==> config.mk <==
export PLATFORM = sky130hd
export DESIGN_NAME = keypad_scanner
export DESIGN_NICKNAME = d
export VERILOG_FILES = /design/src/rtl/keypad_pkg.sv /design/src/rtl/keypad_tick_gen.sv /design/src/rtl/keypad_scanner.sv
export SDC_FILE = /design/constraint.sdc
export NUM_CORES = 1
export LEC_CHECK = 0
export ABC_AREA = 0
export CAP_MARGIN = 20
export CELL_PAD_IN_SITES_DETAIL_PLACEMENT = 0
export CELL_PAD_IN_SITES_GLOBAL_PLACEMENT = 2
export CORE_MARGIN = 2
export CORE_UTILIZATION = 38
export CTS_CLUSTER_SIZE = 30
export DETAILED_ROUTE_END_ITERATION = 8
export PLACE_DENSITY_LB_ADDON = 0.25
export SLEW_MARGIN = 15
export SYNTH_ARGS = -nofsm -noshare
export SYNTH_HDL_FRONTEND = slang
export SYNTH_SLANG_ARGS = --single-unit
==> constraint.sdc <==
create_clock -name clk -period 2.5 [get_ports clk]
set_input_delay 0.625 -clock clk [delete_from_list [all_inputs] [get_ports clk]]
set_output_delay 0.625 -clock clk [all_outputs]
set_load 0.005 [all_outputs]
==> src/rtl/keypad_pkg.sv <==
// rtl/keypad_pkg.sv - shared states, key codes and matrix key map for the keypad scanner
package keypad_pkg;

   typedef enum logic [1:0] {SCAN, DEBOUNCE, HELD, RELEASE} state_t;

   localparam logic [3:0] KEY_NONE    = 4'hF;
   localparam logic [3:0] KEY_START   = 4'hA;
   localparam logic [3:0] KEY_CLEAR   = 4'hB;
   localparam logic [3:0] KEY_CONFIRM = 4'hC;
   localparam logic [3:0] KEY_BLANK   = 4'hD;

   // '#' (row 3, column 2) maps to KEY_NONE so it can never be reported
   function automatic logic [3:0] key_map(input logic [1:0] row, input logic [1:0] col);
      logic [3:0] k;
      case ({row, col})
         4'h0:    k = 4'h1;
         4'h1:    k = 4'h2;
         4'h2:    k = 4'h3;
         4'h3:    k = KEY_START;
         4'h4:    k = 4'h4;
         4'h5:    k = 4'h5;
         4'h6:    k = 4'h6;
         4'h7:    k = KEY_CLEAR;
         4'h8:    k = 4'h7;
         4'h9:    k = 4'h8;
         4'hA:    k = 4'h9;
         4'hB:    k = KEY_CONFIRM;
         4'hC:    k = 4'hE;
         4'hD:    k = 4'h0;
         4'hE:    k = KEY_NONE;
         default: k = KEY_BLANK;
      endcase
      return k;
   endfunction

endpackage

==> src/rtl/keypad_tick_gen.sv <==
// rtl/keypad_tick_gen.sv - scan-rate divider producing a one-clk tick strobe
module keypad_tick_gen #(
   parameter int CLK_DIV = 50000
) (
   input  logic clk,
   input  logic rst_n,
   output logic tick
);
   localparam int CW = $clog2(CLK_DIV);

   logic [CW-1:0] cnt;

   assign tick = (cnt == CW'(CLK_DIV - 1));

   always_ff @(posedge clk or negedge rst_n) begin
      if (!rst_n)
         cnt <= '0;
      else if (tick)
         cnt <= '0;
      else
         cnt <= cnt + CW'(1);
   end

endmodule

==> src/rtl/keypad_scanner.sv <==
// rtl/keypad_scanner.sv - 4x4 keypad column scanner with press/release debounce
// Optional auto-repeat of key_valid while held: define KEYPAD_REPEAT_EN.
module keypad_scanner
   import keypad_pkg::*;
#(
   parameter int CLK_DIV        = 50000,
   parameter int DEBOUNCE_TICKS = 20,
   parameter int REPEAT_TICKS   = 500
) (
   input  logic       clk,
   input  logic       rst_n,
   input  logic [3:0] row_in,
   output logic [3:0] col_out,
   output logic [3:0] key_code,
   output logic       key_valid
);
   localparam logic [7:0] DB_LAST = 8'(DEBOUNCE_TICKS);

   state_t     state, state_nxt;
   logic [3:0] row_meta, row_s;
   logic [1:0] col, col_nxt, lrow, lrow_nxt, row_idx;
   logic [7:0] dbc, dbc_nxt;
   logic [3:0] code_nxt;
   logic       valid_nxt, row_single, tick;
`ifdef KEYPAD_REPEAT_EN
   localparam int            RW       = $clog2(REPEAT_TICKS + 1);
   localparam logic [RW-1:0] REP_LAST = RW'(REPEAT_TICKS);
   logic [RW-1:0] rep, rep_nxt, rep_inc;
   assign rep_inc = rep + RW'(1);
`endif

   keypad_tick_gen #(.CLK_DIV(CLK_DIV)) u_tick (
      .clk   (clk),
      .rst_n (rst_n),
      .tick  (tick)
   );

   always_ff @(posedge clk or negedge rst_n) begin
      if (!rst_n) begin
         row_meta <= 4'hF;
         row_s    <= 4'hF;
      end else begin
         row_meta <= row_in;
         row_s    <= row_meta;
      end
   end

   // Only a single low row counts as a key; ghosting/multi-press reads as nothing
   always_comb begin
      row_single = 1'b1;
      row_idx    = 2'd0;
      case (row_s)
         4'b1110: row_idx = 2'd0;
         4'b1101: row_idx = 2'd1;
         4'b1011: row_idx = 2'd2;
         4'b0111: row_idx = 2'd3;
         default: row_single = 1'b0;
      endcase
   end

   always_ff @(posedge clk or negedge rst_n) begin
      if (!rst_n) begin
         state     <= SCAN;
         col       <= 2'd0;
         lrow      <= 2'd0;
         dbc       <= '0;
         key_code  <= KEY_NONE;
         key_valid <= 1'b0;
`ifdef KEYPAD_REPEAT_EN
         rep       <= '0;
`endif
      end else begin
         state     <= state_nxt;
         col       <= col_nxt;
         lrow      <= lrow_nxt;
         dbc       <= dbc_nxt;
         key_code  <= code_nxt;
         key_valid <= valid_nxt;
`ifdef KEYPAD_REPEAT_EN
         rep       <= rep_nxt;
`endif
      end
   end

   always_comb begin
      state_nxt = state;
      col_nxt   = col;
      lrow_nxt  = lrow;
      dbc_nxt   = dbc;
      code_nxt  = key_code;
      valid_nxt = 1'b0;
`ifdef KEYPAD_REPEAT_EN
      rep_nxt   = rep;
`endif
      if (tick) begin
         case (state)
            SCAN: begin
               if (row_single) begin
                  lrow_nxt  = row_idx;
                  dbc_nxt   = '0;
                  state_nxt = DEBOUNCE;
               end else begin
                  col_nxt = col + 2'd1;
               end
            end
            DEBOUNCE: begin
               if (row_single && row_idx == lrow) begin
                  dbc_nxt = dbc + 8'd1;
                  if (dbc_nxt == DB_LAST) begin
                     code_nxt  = key_map(lrow, col);
                     valid_nxt = (code_nxt != KEY_NONE);
                     state_nxt = HELD;
`ifdef KEYPAD_REPEAT_EN
                     rep_nxt   = '0;
`endif
                  end
               end else begin
                  state_nxt = SCAN;
                  col_nxt   = col + 2'd1;
               end
            end
            HELD: begin
               if (row_s[lrow]) begin
                  dbc_nxt   = '0;
                  state_nxt = RELEASE;
`ifdef KEYPAD_REPEAT_EN
                  rep_nxt   = '0;
               end else if (key_code != KEY_NONE) begin
                  if (rep_inc == REP_LAST) begin
                     valid_nxt = 1'b1;
                     rep_nxt   = '0;
                  end else begin
                     rep_nxt = rep_inc;
                  end
`endif
               end
            end
            default: begin
               if (row_s == 4'hF) begin
                  dbc_nxt = dbc + 8'd1;
                  if (dbc_nxt == DB_LAST) begin
                     code_nxt  = KEY_NONE;
                     state_nxt = SCAN;
                     col_nxt   = col + 2'd1;
                  end
               end else if (!row_s[lrow]) begin
                  state_nxt = HELD;
               end else begin
                  dbc_nxt = '0;
               end
            end
         endcase
      end
   end

   always_comb begin
      col_out = ~(4'b0001 << col);
   end

endmodule

# Word level (Yosys, flattened, before mapping)
# Memory sizes are Yosys's and may differ from the RTL's.
# Index checks and enable logic that the tools add are counted.
# totals
ff_bits,43
mem_bits_ro,64
in_bits,6
out_inout_bits,9
word_cells,85
mem_count,1
# op_classes
addsub,3
magnitude_cmp,1
n_eq_ne,19
shifts,1
mux,36
bitwise_logic,3
reduce_logical,12
# memory_table
name,words,word_bits,read_ports,rd_clocked_by_memory_dff,wr,line_no,source
(name not given),16,4,1,0,0,keypad_pkg.sv:15,"case ({row, col})"
# ops
op,n
4-bit two-way mux,8
8-bit two-way mux,4
8-bit case mux with 3 select lines,1
2-bit two-way mux,11
2-bit case mux with 3 select lines,3
16-bit by 1-bit adder with 16-bit output (second input constant),1
16-bit == test (second input constant),1
4-bit == test (second input constant),4
16-bit two-way mux,1
6-bit AND reduction,2
2-bit != test (second input constant),5
8-bit by 1-bit adder with 8-bit output (second input constant),1
8-bit by 5-bit == test with 1-bit output (second input constant),1
4-bit case mux with 2 select lines,1
1-bit two-way mux,6
3-bit AND reduction,2
3-bit nonzero test,2
5-bit by 1-bit != test with 1-bit output (second input constant),1
5-bit by 2-bit != test with 1-bit output (second input constant),1
5-bit AND reduction,1
4-bit by 3-bit == test with 1-bit output (second input constant),1
4-bit != test (second input constant),1
4-bit inverter,1
4-bit OR reduction,1
other kinds (13),14

# Longest topological paths before layout
# Gate-level depths: netlist (run 1).
# depth
ltp_word,12
mapped_depth,8

# Hierarchy
# From an unflattened synthesis (run 1), not the netlist that was laid out.
# hier_totals
hier_cells,240
area_unflattened_um2,2448.6
# modules_own_cells
mod,instances,cells_per_inst,area_each_um2
keypad_scanner,1,172,1697.9
keypad_tick_gen,1,68,750.7

# Worst setup path after synthesis (run 1)
# No wires, ideal clock.
# synth_timing
path_type,register to register
start,reg row_s[3]
end,reg dbc[7]
t_arrival_ns,1.961
path_slack_ns,0.444
stages_incl_launch_ff,9
path_buffers,2
path_cell_list,dfstp_2 buf_4 or3b_1 a21oi_1 or2_2 nor2_1 or3b_1 buf_2 o31ai_1
# synth_via
elab_chain_cells,6
# synth_lines
element,line_no,source
"start, declared",keypad_scanner.sv:20,"logic [3:0] row_meta, row_s;"
"start signal, assigned",keypad_scanner.sv:44,row_s <= row_meta;
4-bit by 3-bit == test with 1-bit output or 4-bit == test (tied branches),keypad_scanner.sv:52,case (row_s)
2-bit case mux with 3 select lines or 4-bit OR reduction (tied branches),-,
2-bit == test or 1-bit two-way mux (tied branches),"keypad_scanner.sv:107, keypad_scanner.sv:52",
1-bit logical AND,keypad_scanner.sv:107,if (row_single && row_idx == lrow) begin
2-bit != test (no source line),-,
3-bit AND reduction (no source line),-,
"end signal, assigned",keypad_scanner.sv:76,dbc <= dbc_nxt;
"end, declared",keypad_scanner.sv:22,"logic [7:0] dbc, dbc_nxt;"
# Several ways; a longest one is shown, not always the timed one. The select of a mux whose other input is x is not followed.
# A chain may end at the register's enable or synchronous reset.

# Final worst setup path (run 1)
# layout_timing
start,reg col[0]
end,out col_out[0]
# layout_via
elab_chain_cells,2
# layout_lines
element,line_no,source
"start, declared",keypad_scanner.sv:21,"logic [1:0] col, col_nxt, lrow, lrow_nxt, row_idx;"
"start signal, assigned",keypad_scanner.sv:74,col <= col_nxt;
1-bit by 2-bit << shifter with 4-bit output,keypad_scanner.sv:157,col_out = ~(4'b0001 << col);
4-bit inverter,keypad_scanner.sv:157,
"end, declared",keypad_scanner.sv:13,"output logic [3:0] col_out,"
# Every way passes these cells.

==> results of run 1 <==
-- registers in the layout, indices dropped and copies added (netlist names) --
| register | cells |
|---|---|
| col | 2 |
| dbc | 8 |
| key_code | 4 |
| key_valid | 1 |
| lrow | 2 |
| row_meta | 4 |
| row_s | 4 |
| state | 2 |
| u_tick.cnt | 16 |
-- through the flow --
stage | setup WS [ps] | power, mW
floorplan | 443.9 | 0.7407
CTS | 202.5 | 1.336
detailed placement | 254.4 | 0.7677
finish | 218.5 | 1.308
global route | 84.80 | 1.371
global placement | 255.6 | 0.7679
-- cell families (layout without fill, tap and decap cells) --
| kind of cell | Yosys count | in the layout | share of synthesized area |
|---|---|---|---|
| AOI/OAI and AO/OA | 43 | 43 | 0.1217 |
| xor gates and xnor gates | 18 | 18 | 0.06639 |
| adders and majority gates | 12 | 12 | 0.06322 |
| and+or+nand+nor | 89 | 89 | 0.2007 |
| buffers and inverters | 21 | 38 | 0.03741 |
| muxes | 10 | 10 | 0.05111 |
| DFF | 43 | 43 | 0.4594 |
-- where the power goes --
part / internal (mW) / switching [mW]
registers: 0.707 / 0.00931
clock network: 0.301 / 0.254
logic: 0.0160 / 0.0202
-- placed cells by master, fill, tap and decap left out, types with 7 or more instances in the layout --
| master | count |
|---|---|
| inv_1 | 12 |
| nand3_1 | 15 |
| nor2_1 | 22 |
| dfstp_2 | 12 |
| o21ai_0 | 19 |
| xor2_1 | 13 |
| mux2_2 | 7 |
| ha_1 | 12 |
| nand2_1 | 16 |
| dfrtp_1 | 31 |
| clkdlybuf4s50_1 | 13 |
-- metal layers --
layer / global-route usage / up-vias
li1: - / 862
met1: 0.1915 / 815
met2: 0.2214 / 31
met3: 0.03280 / 7
met4: 0.05365 / 0
met5: 0 / -
-- area by class of cell --
| cell class | instances | area, µm² | area share |
|---|---|---|---|
| Clock inverter | 3 | 46.29 | 0.01703 |
| Multi-Input combinational cell | 172 | 1195 | 0.4397 |
| Timing Repair Buffer | 18 | 177.7 | 0.06538 |
| Clock buffer | 5 | 68.82 | 0.02532 |
| Tap cell | 75 | 93.84 | 0.03453 |
| Inverter | 12 | 45.04 | 0.01657 |
| Sequential cell | 43 | 1091 | 0.4015 |
-- final timing paths --
path,slack [ps],to,from
max,220,col_out[0],col[0]
max in group asynchronous,1710,u_tick.cnt[6],rst_n
min reg2reg,360,row_s[3],row_meta[3]
max reg2reg,220,key_code[1],row_s[3]
min in group clk,360,row_s[3],row_meta[3]
min,290,u_tick.cnt[1],rst_n
==> run_results.csv, run 1 <==
group,metric,value,unit
pwr,p_per_area,481.4,nW/µm²
floorplan,dieWidth,83.06,µm
synthesis,synthFlopType,"dfrtp_1",
setup_path,path_buf_inv,3,
setup_path,path_common_cell,"inv_1",
clock_tree,cts_inserted_buffers,5,
timing,skew,10.80,ps
global_route,grt_start_max_net_pins,24,
hold_path,hold_class,"input pin to asynchronous set/reset pin",
global_route,grt_pass1_wl,7.935,mm
synthesis,ys_ff_latch,43,
synthesis,synth_top_area_share,0.3267,
clock_tree,clk_pin_slew_worst_paths,90,ps
setup_path,cp_cell_sequence,"inv_1 -> ha_1 -> inv_1 -> clkdlybuf4s50_1",
synthesis,ys.warnings.count,0,
timing,tightestPinTransition,648.2,ps
clock_tree,cts_hold_buf,0,
timing,finalSetupTns,0,ps
routing,viasPerCell,5.229,
clock_tree,cts_max_level,2,
timing,min_period,2282,ps
layout,stdcell_area,2718,µm²
synthesis,synth_fp_nets,254,
timing,setup_viol,0,
setup_path,crit_path_start_kind,"register",
routing,wl_met2,2.071,mm
clock_tree,cts_resized,0,
layout,area_growth_syn_to_layout,14.44,%
layout,fillers,566,
timing,max_slew_margin,0.5679,
synthesis,syn_area,2375,µm²
timing,drv_slew,0,
timing,fin_hold_ws,293.6,ps
run_status,status,"completed",
global_route,antenna_found_initial,0,
pwr,power.leakage,1.158,nW
layout,n_antenna_cell,0,
timing,hold_viol_final,0,
clock_tree,cts_root_buf,"clkbuf_8",
routing,drc,0,
global_route,grt_pass1_vias,1715,
routing,first_iter_violations,37,
clock_tree,clockBufferDepth,2,
placed_design,dp_hpwl,3.381,mm
setup_path,cp.depth,4,
floorplan,io_pins,15,
synthesis,synth_cell_types,50,
routing,dr.pass1.iters,4,
timing,fin_crit_sh,0.9126,
placed_design,gp_congestion,0.7526,
synthesis,ys_top_cells_by_count,"dfrtp_1, nor2_1, o21ai_0",
job,cap_violations,0,
setup_path,critical_path_class,"register to output port",
floorplan,die_h,83.06,µm
routing,met3_length,141,µm
layout,final_cells,328,
floorplan,initial_utilization,0.3964,
routing,wl_per_cell,14.10,µm
routing,antenna_left,0,
clock_tree,clk_latency,300,ps
floorplan,dieArea,6898,µm²
clock_tree,cts_tree,"yes",
setup_path,crit_family,"buffers and inverters",
clock_tree,postCtsSetupRepairBufs,0,
synthesis,ys_seq_area_frac,0.4594,
setup_path,end_kind,"output port",
layout,utilization,0.4536,
setup_path,max_stage_delay,490,ps
synthesis,synth.most_common_cell,"dfrtp_1",
routing,wl_met1,2.343,mm
setup_path,reg2reg_depth,6,
layout,final_nets,270,
setup_path,critPathArrivalTime,1660,ps
timing,rsz0062_at_grt,"false",
setup_path,cp.required,1880,ps
synthesis,synth_top_cell_by_area,"dfrtp_1",
routing,vias,1715,
synthesis,avgSynthCellArea,10.06,µm²
placed_design,port_buffers,14,
synthesis,synth_cells,236,
synthesis,synthArstFlopShare,1.000,
synthesis,synth_edf_count,0,
clock_tree,cts.sink_count,43,
global_route,grt_use_total,0.1416,
pwr,vdd_drop_max,300.6,µV
synthesis,synth_area_leaders,"dfrtp_1, dfstp_2, ha_1",
placed_design,postPlaceCellArea,2603,µm²
floorplan,num_rows,28,
routing,wirelength,4.626,mm
routing,top_layer_used,"met4",
setup_path,slowest_stage,"clkdlybuf4s50_1",
timing,max_freq,438.3,MHz
layout,drive_gt1_frac,0.1542,
setup_path,critPathMaxFanout,6,
placed_design,dp.cells,320,
global_route,overflow,0,
floorplan,coreArea,5991,µm²
Note: power is estimated with default switching activity, not from simulation.
==> inputs of run 2 (changes only) <==
--- a/config.mk
+++ b/config.mk
@@ -10,7 +10,7 @@
 export CELL_PAD_IN_SITES_DETAIL_PLACEMENT = 0
 export CELL_PAD_IN_SITES_GLOBAL_PLACEMENT = 2
 export CORE_MARGIN = 2
-export CORE_UTILIZATION = 38
+export CORE_UTILIZATION = 35
 export CTS_CLUSTER_SIZE = 30
 export DETAILED_ROUTE_END_ITERATION = 8
 export PLACE_DENSITY_LB_ADDON = 0.25
==> constraint.sdc (replaced) <==
create_clock -name clk -period 2.7 [get_ports clk]
set_input_delay 0.675 -clock clk [delete_from_list [all_inputs] [get_ports clk]]
set_output_delay 0.675 -clock clk [all_outputs]
set_load 0.005 [all_outputs]
==> run 2 against run 1 <==
Against the previous run:
- critical path depth unchanged
- power decreased by 15%
- global-route usage is 0.28 points lower
- register-to-register slack better by 250 ps
- first-iteration DRC count rose by 130%
- critical path type unchanged
==> run_results.csv, run 2 (same netlist as run 1, synthesis figures left out) <==
group,metric,value,unit
clock_tree,cts_tree,"yes",
layout,drive_gt1_frac,0.1434,
layout,reg_top3,"u_tick.cnt (16), dbc (8)",
timing,max_slew_margin,0.5665,
pwr,p_per_area,413.1,nW/µm²
timing,max_freq,432.2,MHz
routing,drc,0,
floorplan,dieArea,7460,µm²
routing,vias,1713,
setup_path,rrSetupSlack,470,ps
floorplan,coreArea,6681,µm²
placed_design,port_buffers,14,
pwr,sw_frac_of_total,0.2309,
pwr,p_int,0.8511,mW
pwr,p_clk_frac,0.369,
routing,antenna_left,0,
timing,tightestPinTransition,650.3,ps
hold_path,hold_class,"input pin to asynchronous set/reset pin",
clock_tree,postCtsSetupRepairBufs,0,
setup_path,end_kind,"output port",
setup_path,r2r-end,"dbc[7]",
routing,viasPerCell,5.175,
global_route,grt_start_max_net_pins,23,
clock_tree,cts_resized,0,
layout,fillers,675,
pwr,power_switching,0.2555,mW
clock_tree,cts_inserted_buffers,5,
routing,wl_per_cell,14.41,µm
floorplan,num_rows,30,
pwr,power_frac_seq,0.600,
setup_path,reg2reg_depth,6,
layout,final_nets,268,
global_route,grt_pass1_vias,1646,
floorplan,io_pins,15,
clock_tree,clk_latency,300,ps
placed_design,dp.cells,323,
timing,min_period,2314,ps
floorplan,dieWidth,86.37,µm
timing,rsz0062_at_grt,"false",
clock_tree,cts_max_level,2,
clock_tree,cts_root_buf,"clkbuf_8",
layout,n_antenna_cell,0,
setup_path,cp.required,2030,ps
placed_design,gp_congestion,0.7398,
setup_path,critPathMaxFanout,6,
timing,finalSetupTns,0,ps
routing,wirelength,4.769,mm
job,cap_violations,0,
floorplan,initial_utilization,0.3554,
layout,largest_reg_flops,16,
timing,skew,14.94,ps
pwr,vdd_drop_max,324.8,µV
timing,fin_crit_sh,0.8570,
clock_tree,clockBufferDepth,2,
layout,top_register,"u_tick.cnt",
clock_tree,clk_pin_slew_worst_paths,90,ps
layout,area_growth_syn_to_layout,12.80,%
layout,final_common_cell,"dfrtp_1",
layout,final_cells,331,
timing,setup_viol,0,
global_route,overflow,0,
setup_path,crit_path_start_kind,"register",
routing,dr.pass1.iters,4,
global_route,antenna_found_initial,0,
routing,first_iter_violations,84,
placed_design,dp_hpwl,3.398,mm
setup_path,critical_path_class,"register to output port",
pwr,p_comb_frac,0.031,
global_route,grt_pass1_wl,8.079,mm
setup_path,critPathArrivalTime,1640,ps
floorplan,die_h,86.37,µm
pwr,power.leakage,1.133,nW
run_status,status,"completed",
clock_tree,cts.sink_count,43,
timing,hold_viol_final,0,
layout,final_cell_mix,"dfrtp_1, nor2_1, o21ai_0",
clock_tree,cts_hold_buf,0,
global_route,grt_use_total,0.1388,
setup_path,r2r_start,"u_tick.cnt[0]",
timing,drv_slew,0,
==> run 2: cell count changes in the layout (fill, tap and decap cells not counted) <==
cell | previous run | this run
buf_4 | 3 | 1
bufinv_16 | 1 | 0
clkbuf_1 | 0 | 1
clkinv_2 | 0 | 1
inv_6 | 1 | 0
==> run 2: worst max-delay path by stage <==
stage	from	slack, ps	cells after the start	end
2_1_floorplan	row_s[3]	640	8	dbc[7]
3_5_place_dp	row_s[3]	450	6	key_code[2]
5_1_grt	row_s[3]	260	6	key_code[3]
3_3_place_gp	row_s[3]	450	6	key_code[1]
6_report	col[0]	390	4	col_out[0]
4_1_cts	col[0]	360	4	col_out[0]
==> run 2: final cells by class <==
cell class	instances	area (µm²)	area share
multi-input cells	172	1195	0.4461
inverters	12	45.04	0.01681
clock buffers	6	72.57	0.02709
repair buffers	16	162.7	0.06072
clock inverters	2	12.51	0.004671
flip-flops and latches	43	1091	0.4073
well taps	80	100.1	0.03737
==> run 2: power groups by stage <==
stage | clock [mW] | sequential, mW | combinational (mW)
after detailed placement | 0 | 0.676 | 0.0358
after global routing | 0.455 | 0.666 | 0.0395
after floorplan | 0 | 0.668 | 0.0180
after CTS | 0.428 | 0.664 | 0.0361
final | 0.408 | 0.664 | 0.0343
after global placement | 0 | 0.676 | 0.0358
==> run 2: critical path: stages (launching register included) <==
cell	delay, ps
dfrtp_1	430
inv_1	150
ha_1	220
inv_1	70
clkdlybuf4s50_1	490
==> run 2: per-stage QoR <==
stage               setup slack, ps  area, µm²  utilization  hold WS [ps]  total power [mW]
floorplan                     643.9       2375            -         345.2            0.6858
global placement              449.0       2594       0.3882         345.5            0.7115
detailed placement            451.5       2594       0.3882         347.2            0.7116
CTS                           361.5       2679       0.4009         358.7             1.128
global route                  256.1       2679       0.4009         363.5             1.161
finish                        386.2       2679       0.4009         341.5             1.107
==> run 2: layer usage <==
metal	GRT usage	up-vias	wire length, µm
met2	0.2063	32	2173
met1	0.2022	823	2412
met3	0.03333	2	151
met5	0	-	0
li1	-	856	-
met4	0.03835	0	31
